## config.mk

```make
export PLATFORM = sky130hd
export DESIGN_NAME = pc_ras
export DESIGN_NICKNAME = d
export VERILOG_FILES = /design/src/rtl/pc_ras.sv
export SDC_FILE = /design/constraint.sdc
export NUM_CORES = 1
export LEC_CHECK = 0
export ABC_AREA = 1
export BUFFER_PORTS_ARGS = -buffer_cell sky130_fd_sc_hd__buf_2
export CORE_ASPECT_RATIO = 1.25
export CORE_MARGIN = 5
export CORE_UTILIZATION = 35
export DETAILED_ROUTE_END_ITERATION = 6
export GPL_ROUTABILITY_DRIVEN = 0
export PLACE_DENSITY_LB_ADDON = 0.1
export SLEW_MARGIN = 20
export SYNTH_ARGS = -nofsm -noshare
export SYNTH_HDL_FRONTEND = slang
export SYNTH_SLANG_ARGS = --single-unit
```

## constraint.sdc

```tcl
create_clock -name clk -period 4.4 [get_ports clk]
set_input_delay 0.88 -clock clk [delete_from_list [all_inputs] [get_ports clk]]
set_output_delay 0.88 -clock clk [all_outputs]
set_load 0.05 [all_outputs]
```

## src/rtl/pc_ras.sv

```systemverilog
// Program counter with a return-address stack: sequential fetch, relative and
// absolute jumps, call/return with overflow/underflow sticky error flags.
module pc_ras #(
  parameter int D     = 12,
  parameter int DEPTH = 4
) (
  input  logic                         clk,
  input  logic                         reset,
  input  logic                         start,
  input  logic                         reljump_en,
  input  logic                         absjump_en,
  input  logic                         call_en,
  input  logic                         ret_en,
  input  logic [D-1:0]                 target,
  output logic [D-1:0]                 prog_ctr,
  output logic [D-1:0]                 ret_addr,
  output logic [$clog2(DEPTH+1)-1:0]   sp_cnt,
  output logic                         ovf_err,
  output logic                         unf_err
);

  localparam int SPW = $clog2(DEPTH + 1);
  localparam int IW  = (DEPTH > 1) ? $clog2(DEPTH) : 1;
  localparam logic [SPW-1:0] SP_FULL = SPW'(DEPTH);
  localparam logic [SPW-1:0] SP_ONE  = SPW'(1);

  // Modulo-2^D increment; the carry out is intentionally dropped.
  function automatic logic [D-1:0] pc_inc(input logic [D-1:0] pc);
    pc_inc = pc + {{(D-1){1'b0}}, 1'b1};
  endfunction

  logic [D-1:0]   stack [DEPTH];
  logic [D-1:0]   pc_nx;
  logic [SPW-1:0] sp_nx;
  logic [IW-1:0]  top_idx;
  logic           push;
  logic           ovf_set;
  logic           unf_set;

  assign top_idx  = IW'(sp_cnt - SP_ONE);
  assign ret_addr = (sp_cnt == '0) ? '0 : stack[top_idx];

  // Action select: ret > call > reljump > absjump > increment
  always_comb begin
    pc_nx   = pc_inc(prog_ctr);
    sp_nx   = sp_cnt;
    push    = 1'b0;
    ovf_set = 1'b0;
    unf_set = 1'b0;
    if (ret_en) begin
      if (sp_cnt != '0) begin
        pc_nx = stack[top_idx];
        sp_nx = sp_cnt - SP_ONE;
      end else begin
        unf_set = 1'b1;
      end
    end else if (call_en) begin
      pc_nx = target;
      if (sp_cnt != SP_FULL) begin
        push  = 1'b1;
        sp_nx = sp_cnt + SP_ONE;
      end else begin
        ovf_set = 1'b1;
      end
    end else if (reljump_en) begin
      pc_nx = prog_ctr + target;
    end else if (absjump_en) begin
      pc_nx = target;
    end
  end

  // Control state: PC, stack pointer, sticky flags
  always_ff @(posedge clk) begin
    if (reset) begin
      prog_ctr <= '0;
      sp_cnt   <= '0;
      ovf_err  <= 1'b0;
      unf_err  <= 1'b0;
    end else if (!start) begin
      prog_ctr <= pc_nx;
      sp_cnt   <= sp_nx;
      ovf_err  <= ovf_err | ovf_set;
      unf_err  <= unf_err | unf_set;
    end
  end

  // Stack storage is never cleared; sp_cnt alone decides which entries are valid
  always_ff @(posedge clk) begin
    if (!reset && !start && push) begin
      stack[IW'(sp_cnt)] <= pc_inc(prog_ctr);
    end
  end

endmodule

```

==> results by group <==
Synth
  – Synthesized area: a little over 0.004 mm^2
  – Post-synth EDFFs: 48
  – Flops & latches, synth: 65
  – Ys async rst share: 0
  – Proportion of synthesized area in mux cells: 0
  – Combinational family with the most area after synthesis: simple AND/OR/NAND/NOR gates
  – Total of warnings raised by yosys: 0
  – Synthesized instance count: 532
  – Syn Nets: 570
  – Post-synthesis compound-gate area fraction: 0.1449
  – Synth Flop Type: edfxtp_1
  – Avg Cell Area, Syn: between 7 and 8 um^2
  – Synth unique cells: 36
  – Synth Area in XOR/XNOR: 0.02309
  – Simple-gate area share of the yosys netlist: 0.2489
  – Synth Area in Adders: 0.05956
  – Post-synthesis sequential area ratio: 0.4327

Die
  – Top Ports: 48
  – Core area: around 0.012 mm^2
  – Die Width: about 110 um
  – Die Span Y: 131.3 um
  – Initial Utilization: 0.3562
  – Die area: roughly 0.014 mm^2
  – FP Rows: 44

Timing
  – Relative slew slack: 0.2960
  – Final hold vios: 0
  – Setup_tns: 0 ns
  – Worst Tran Pin Value: 1.052 ns
  – RSZ-0062 raised after global routing: false
  – Post-route minimum period: 3.407 ns
  – Final Max Tran Viols: 0
  – Final setup violation count: 0
  – Final worst path period share: 0.7742
  – FMAX: slightly below 0.3 GHz
  – Worst Skew: 0.003604 ns

Cells and area
  – Net count, final: around 610
  – Layout Cells excl Fill: between 700 and 800
  – Area delta synth->final: 13.92%
  – Layout cell share with drive strength beyond 1: 0.1503
  – ANT cells: 0
  – Filler cell count: 1212
  – Cell area after layout: 0.004691 mm^2
  – Final core utilization: 0.4057

Clock network
  – Root buf cell: clkbuf_16
  – Clk slew on worst S/H paths: ~0.050 ns
  – H-tree depth: 3
  – Clk Latency, worst-skew pair: ~0.32 ns
  – CTS Sinks: 65
  – Post-CTS Resized: 0
  – Clock Tree Buf Depth: 2
  – CTS buffer count: 9
  – Hold-fix buffers, CTS: 0
  – Setup repair bufs after CTS: 0
  – CTS tree: yes

Critical path
  – Crit path max fanout: 28
  – Worst r2r path cells: 9
  – WP data arrival: approximately 2.5 ns
  – CP Capture Type: output pin
  – Startpoint types: flip-flop
  – Reg2reg start: sp_cnt[0]
  – RR Endpoint: prog_ctr[5]
  – Critical-path top delay cell: ha_1
  – Largest stage delay on the critical path: roughly 0.66 ns
  – Data required time at the worst endpoint: ~3.5 ns
  – Critical path type: flip-flop to output pin
  – Reg2reg setup slack: 1.74 ns
  – Crit-path cells: inv_4, ha_1, inv_2, nor2_1, o21ai_0, a21oi_1, buf_2

Routing
  – DRC: 0
  – Final ANT Viol Nets: 0
  – Vias: 3572
  – Pre-Repair DR Iteration Count: 4
  – Drt via density: between 4 and 5
  – DRT Wirelength: roughly 12000 um
  – Initial DRC count: 190
  – Routed len/inst: approximately 16 um

Global routing
  – Vias in the first global route: around 3600
  – Grt total ovfl: 0
  – Largest net degree at the start of global routing: 29
  – Wire length of the first global-routing pass: 18710 um
  – Tot GR Track Use: 0.1704
  – Antenna violations before repair: 0

Pwr
  – LEAKAGE: between 2 and 2.5 nW
  – Max VDD drop: around 0.14 mV
  – Power density over the cells: a little under 400 mW/mm^2
  – Pwr Total: ~1.9 mW

Run
  – Max-cap violations: 0

Min path
  – Hold EP: unf_err
  – Worst min-delay path startpoint: unf_err
  – Worst hold path class: flip-flop to flip-flop
  – Hold depth: 2

Outcome
  – Outcome: finished clean

Placement
  – Cell Area, Placed: between 0.004 and 0.005 mm^2
  – DP HPWL: roughly 9000 um
  – PortBufs: 47
  – Inst Count DP: around 700
## how the worst max path moves through the flow
stage	from	end	depth (start not counted)
floorplan	sp_cnt[0]	ret_addr[10]	8
global placement	call_en	stack[3][5]	5
detailed placement	call_en	stack[0][5]	5
CTS	sp_cnt[0]	ret_addr[2]	7
global route	sp_cnt[1]	ret_addr[11]	8
finish	sp_cnt[0]	ret_addr[2]	7
## cell families (layout without fill, tap and decap cells)
group                    count (synthesis)  in the layout
flip-flops                              65             65
AO/OA/AOI/OAI                          107            107
buffers and inverters                   87            134
adder cells (fa/ha/maj)                 19             19
XOR/XNOR                                10             10
AND/OR/NAND/NOR                        244            244
## cell type report
cell class,instances,area (um^2),share of cell area
clock buffers,9,225.2,0.04801
clock inverters,7,37.54,0.008002
inverters,69,261.5,0.05575
multi-input cells,380,1962,0.4182
flip-flops and latches,65,1782,0.3798
well taps,138,172.7,0.03681
repair buffers,49,250.2,0.05335
## per-stage QoR
step	setup slack, ns	hold WS [ns]
6_report	0.9934	0.4778
5_1_grt	0.8636	0.5387
4_1_cts	0.9846	0.4923
3_5_place_dp	1.336	0.4745
3_3_place_gp	1.368	0.4750
2_1_floorplan	0.8829	0.7067
## where the power goes
part / leakage, nW / total, mW / switching (mW) / internal, mW
clock network: 0.126 / 0.621 / 0.248 / 0.373
logic: 1.38 / 0.536 / 0.392 / 0.144
registers: 0.575 / 0.710 / 0.0254 / 0.684
## worst max-delay path, delay by kind of cell, from the launching register on
kind	cells	cell delay, ns
DFF	1	0.37
AOI/OAI and AO/OA	2	0.34
adders and majority gates	1	0.66
buffers and inverters	3	0.69
and+or+nand+nor	1	0.14
## registers in the layout, indices dropped and copies added, names as in the netlist
signal and flops:
prog_ctr 12, ovf_err 1, unf_err 1, stack 48
sp_cnt 3
## routing by layer
metal,track usage,routed length (um)
met1,0.2071,5073
met4,0.06397,259
met5,0,0
met2,0.3036,6040
met3,0.02257,358
## placed cells by master (no fill, tap or decap), types with 10 or more instances in the layout
cell | Yosys | routed
nand2_1 | 110 | 110
nor2_1 | 88 | 88
inv_1 | 64 | 64
edfxtp_1 | 48 | 48
buf_2 | 6 | 47
a21oi_1 | 38 | 38
o21ai_0 | 37 | 37
nand3_1 | 29 | 29
ha_1 | 18 | 18
dfxtp_1 | 17 | 17
o21ai_1 | 11 | 11
a21oi_2 | 10 | 10
## cells in the mapped netlist, drive strengths merged (2+ instances only)
library cell / count / area [um^2]
nor3: 2 / 26.28
inv: 67 / 254.0
nand4: 6 / 37.54
xnor2: 4 / 42.55
o211ai: 7 / 52.55
buf: 12 / 86.33
a21oi: 48 / 277.8
xor2: 6 / 52.55
o21ai: 48 / 240.2
dfxtp: 17 / 340.3
nand2: 112 / 425.4
nand3: 29 / 145.1
ha: 18 / 225.2
clkbuf: 6 / 26.28
edfxtp: 48 / 1441
clkinv: 2 / 7.510
nor2: 91 / 359.1
and2: 2 / 17.52
a31oi: 2 / 12.51
Note: power is estimated with default switching activity, not from simulation.
